===== src/rtl/ycfsm_sync_array_if.sv =====
// Dual-rail token bus between the token fabric/controller and a ycfsm_sync_array row.
// The controller drives in/match; the cell row returns per-lane results and aggregate flags.
interface ycfsm_sync_array_if #(
  parameter int unsigned LANES = 4,
  parameter int unsigned CNT_W = 8
);
  logic [2*LANES-1:0] in;
  logic [2*LANES-1:0] match;
  logic [2*LANES-1:0] out;
  logic               done;
  logic               all_match;
  logic               err;
  logic [CNT_W-1:0]   miss_count;

  modport master (
    output in, match,
    input  out, done, all_match, err, miss_count
  );

  modport slave (
    input  in, match,
    output out, done, all_match, err, miss_count
  );
endinterface


===== src/rtl/ycfsm_sync_array.sv =====
// Row of LANES independent clocked dual-rail match cells with aggregate flags.
// Optional saturating miss counter is built only when YCFSM_MISS_CNT_EN is defined.
module ycfsm_sync_array #(
  parameter int unsigned LANES = 4,
  parameter int unsigned CNT_W = 8
) (
  input logic                 clk,
  input logic                 reset,
  ycfsm_sync_array_if.slave   bus
);

  // State codes equal the out encoding, so out is the state register itself.
  typedef enum logic [1:0] {
    S_EMPTY = 2'b00,
    S_MISS  = 2'b01,
    S_HIT   = 2'b10,
    S_ERR   = 2'b11
  } state_t;

  state_t st  [LANES];
  state_t nxt [LANES];

  always_comb begin
    for (int unsigned i = 0; i < LANES; i++) begin
      nxt[i] = st[i];
      case (st[i])
        S_EMPTY: begin
          if (bus.in[2*i +: 2] == 2'b11 || bus.match[2*i +: 2] == 2'b11)
            nxt[i] = S_ERR;
          else if (^bus.in[2*i +: 2] && ^bus.match[2*i +: 2])
            nxt[i] = (bus.in[2*i +: 2] == bus.match[2*i +: 2]) ? S_HIT : S_MISS;
        end
        S_HIT, S_MISS: begin
          if (bus.in[2*i +: 2] == 2'b11)
            nxt[i] = S_ERR;
          else if (bus.in[2*i +: 2] == 2'b00)
            nxt[i] = S_EMPTY;
        end
        default: nxt[i] = S_ERR;
      endcase
    end
  end

  always_ff @(posedge clk) begin
    if (reset) begin
      for (int unsigned i = 0; i < LANES; i++)
        st[i] <= S_EMPTY;
    end else begin
      for (int unsigned i = 0; i < LANES; i++)
        st[i] <= nxt[i];
    end
  end

  always_comb begin
    bus.out       = '0;
    bus.done      = 1'b1;
    bus.all_match = 1'b1;
    bus.err       = 1'b0;
    for (int unsigned i = 0; i < LANES; i++) begin
      bus.out[2*i +: 2] = st[i];
      if (st[i] != S_HIT && st[i] != S_MISS)
        bus.done = 1'b0;
      if (st[i] != S_HIT)
        bus.all_match = 1'b0;
      if (st[i] == S_ERR)
        bus.err = 1'b1;
    end
  end

`ifdef YCFSM_MISS_CNT_EN
  localparam int unsigned IW = 6;

  logic [IW-1:0]       miss_inc;
  logic [CNT_W+IW-1:0] cnt_sum;
  logic [CNT_W-1:0]    cnt;

  always_comb begin
    miss_inc = '0;
    for (int unsigned i = 0; i < LANES; i++) begin
      if (st[i] == S_EMPTY && nxt[i] == S_MISS)
        miss_inc = miss_inc + IW'(1);
    end
    cnt_sum = (CNT_W+IW)'(cnt) + (CNT_W+IW)'(miss_inc);
  end

  always_ff @(posedge clk) begin
    if (reset)
      cnt <= '0;
    else if (cnt_sum > (CNT_W+IW)'({CNT_W{1'b1}}))
      cnt <= '1;
    else
      cnt <= cnt_sum[CNT_W-1:0];
  end

  assign bus.miss_count = cnt;
`else
  assign bus.miss_count = '0;
`endif

endmodule


===== src/flat_wrapper.sv =====
// flat-port wrapper written by rule: the top's interface ports become plain ports
module ycfsm_sync_array_flat 
#(
  parameter int unsigned LANES = 4,
  parameter int unsigned CNT_W = 8
)
  (clk, reset, bus_in, bus_match, bus_out, bus_done, bus_all_match, bus_err, bus_miss_count);
  ycfsm_sync_array_if #(.LANES(LANES), .CNT_W(CNT_W)) bus_i ();
  input logic clk;
  input logic reset;
  input wire logic [$bits(bus_i.in)-1:0] bus_in;
  input wire logic [$bits(bus_i.match)-1:0] bus_match;
  output wire logic [$bits(bus_i.out)-1:0] bus_out;
  output wire logic [$bits(bus_i.done)-1:0] bus_done;
  output wire logic [$bits(bus_i.all_match)-1:0] bus_all_match;
  output wire logic [$bits(bus_i.err)-1:0] bus_err;
  output wire logic [$bits(bus_i.miss_count)-1:0] bus_miss_count;
  assign bus_i.in = bus_in;
  assign bus_i.match = bus_match;
  assign bus_out = bus_i.out;
  assign bus_done = bus_i.done;
  assign bus_all_match = bus_i.all_match;
  assign bus_err = bus_i.err;
  assign bus_miss_count = bus_i.miss_count;
  ycfsm_sync_array #(.LANES(LANES), .CNT_W(CNT_W)) u_core (.clk(clk), .reset(reset), .bus(bus_i));
endmodule

===== config.mk =====
export PLATFORM = sky130hd
export DESIGN_NAME = ycfsm_sync_array_flat
export DESIGN_NICKNAME = d
export VERILOG_FILES = /design/src/rtl/ycfsm_sync_array_if.sv /design/src/rtl/ycfsm_sync_array.sv /design/src/flat_wrapper.sv
export SDC_FILE = /design/constraint.sdc
export NUM_CORES = 1
export LEC_CHECK = 0
export CAP_MARGIN = 20
export CORE_UTILIZATION = 35
export CTS_CLUSTER_SIZE = 25
export DETAILED_ROUTE_END_ITERATION = 10
export SLEW_MARGIN = 10
export SYNTH_ARGS = -nofsm -noshare
export SYNTH_HDL_FRONTEND = slang
export SYNTH_SLANG_ARGS = --single-unit

===== constraint.sdc =====
create_clock -name clk -period 2.85 [get_ports clk]
set_clock_uncertainty 0.2 [all_clocks]
set_input_delay 0.57 -clock clk [delete_from_list [all_inputs] [get_ports clk]]
set_output_delay 0.57 -clock clk [all_outputs]
set_load 0.01 [all_outputs]

==> flow_summary.ini <==
[final_layout]
diodes = 0
largest_register_ffs = 8
largest-register = u_core.st
reg.largest.list = u_core.st (8)
area_delta_synth_final_pct = 28.7
final_nets = 203
multi_input_area_um2 = 785
drive_above_1_share_pct = 4.38
area.sequential_um2 = 160
fill_cells = 285

[timing]
final-hold-violation-count = 0
fin_ws_ps = 254
slew_violations = 0
fin_setup_tns_ps = 0
fin_crit_ps = 2600
fmax_mhz = 385
rsz0062_at_grt = false
setup_viol = 0
fin_crit_sh_pct = 91.1

[die]
rows = 19
die_w_um = 57.4
start_util_pct = 37.9
die_area_um2 = 3290
die_h_um = 57.4
core_area_um2 = 2830
ios = 37

[placed_design]
place.gp.congestion = 0.829
dp_hpwl_mm = 1.85
dp_slack_ps = 383
port_buffers = 28

[clock_network]
cts_tree = built
clk_pin_slew_ps = 60
cts_resized = 0
htreeDepth = 1
cts-buffers-inserted = 3
ctsLongestPathBuffers = 2
post_cts_buffers = 0
cts_hold_repair.buffers = 0
clk_latency_ps = 260
root_buffer = clkbuf_4
cts_sinks = 8

[yosys]
ys_seq_area_share_pct = 14.9
syn_area_um2 = 1070
synthCells = 130
yosys.cell_types.count = 27
postSynthAreaPerCell_um2 = 8.25
ys_ff_latch = 8
yosysWarnings = 0

[min_path]
min_path_type = reg2reg

[route]
drc = 3
drt_iter0_drc = 29
avgViaCountPerCell = 5.13
drt_wl_total_mm = 2.15
antenna_left = 0
firstDrtPassIters = 8
vias = 980
wl_per_cell_um = 11.2

[setup_path]
cp_max_fo = 4
worstSetupEndpointType = primary output
arrival_ps = 1830
worstPathRequired_ps = 2080
worstSetupPathType = reg2out
critPathLaunchType = flop

[global_routing]
overflow = 0
antenna_found_initial = 0
grt_pass1_wl_mm = 3.59
grt_util_all_layers_pct = 13.8
grt_start_max_net_pins = 6
grt_pass1_vias = 868

[run]
drv_cap = 0

[run_status]
violations = DRC
status = finished with violations

[power]
ir_drop_mv = 0.374
leakagePower_uw = 0.000660
cellPowerDensity_nw_per_um2 = 746
[synth_stat cells, drive strengths merged]
cell type / instances / area share [%]
a21bo: 1 / 0.93
nand2b: 3 / 2.4
a22oi: 1 / 0.70
nand2: 7 / 2.5
nor3: 9 / 4.2
nor2: 4 / 1.4
a21oi: 3 / 1.4
inv: 25 / 8.8
a32oi: 3 / 2.5
a31oi: 5 / 2.9
and4: 2 / 1.6
xor2: 2 / 1.6
o311a: 3 / 2.8
or4: 1 / 0.70
buf: 8 / 5.6
a211oi: 1 / 0.70
xnor2: 6 / 4.9
and4bb: 1 / 1.2
a2111oi: 3 / 5.4
ha: 23 / 27
dfxtp: 8 / 15
o21ai: 4 / 1.9
a21o: 3 / 2.1
or3: 3 / 1.8
conb: 1 / 0.35
[layer usage]
metal  vias to the layer above  wire length [µm]  part of all wire [%]  global-route usage (%)
li1                        503                 -                     -                       -
met1                       449              1040                    48                    18.0
met2                        28               981                    46                    22.9
met3                         0               128                   6.0                    4.99
met4                         0                 0                     0                    1.05
met5                         -                 0                     0                       0
[through the flow]
step	instance area, µm²	total power, µW	util, %	hold WS (ps)	instances
CTS	1380	1030	48.8	393	191
global route	1380	1140	48.8	447	191
detailed placement	1360	939	48.0	382	188
floorplan	1100	691	-	381	137
finish	1380	1030	48.8	390	191
global placement	1360	938	48.0	383	188
[cell families after synthesis]
group	Yosys count	share of synthesized area (%)
adders and majority gates	23	26.8
buffers and inverters	33	14.4
DFF	8	14.9
AOI/OAI and AO/OA	27	21.2
and+or+nand+nor	30	15.8
other	1	0.350
xor gates and xnor gates	8	6.53
[critical path, cell delays in order (launching register included)]
cell and delay, ps:
dfxtp_1 340, ha_1 240, or4_1 500, clkdlybuf4s50_1 490
[layout make-up]
type,instances,area share [%]
multi-input combinational,96,56.8
timing repair buffer,28,20.3
sequential,8,11.6
inverter,25,6.80
tap,31,2.81
clock buffer,3,1.63
[cell usage in the layout (no fill, tap or decap), drive strengths merged, types with 5 or more instances in the layout]
cell           count
conb               8
clkdlybuf4s50     28
dfxtp              8
a31oi              5
nand2              7
inv               25
ha                23
xnor2              6
nor3               9
[power breakdown]
group	internal [µW]	switching [µW]	leakage, µW
sequential	166	62.7	0.0000667
combinational	370	341	0.000580
clock	48.4	41.5	0.0000138
[final timing paths]
path | startpoint | endpoint | slack (ps) | cells after the start
setup reg to reg | u_core.st[2][0] | u_core.st[2][1] | 1210 | 4
hold / removal | u_core.st[3][0] | u_core.st[3][0] | 390 | 2
setup / recovery | u_core.st[1][0] | bus_err | 250 | 3
hold reg to reg | u_core.st[3][0] | u_core.st[3][0] | 390 | 2
No activity file was read; power rests on OpenSTA's default activity.
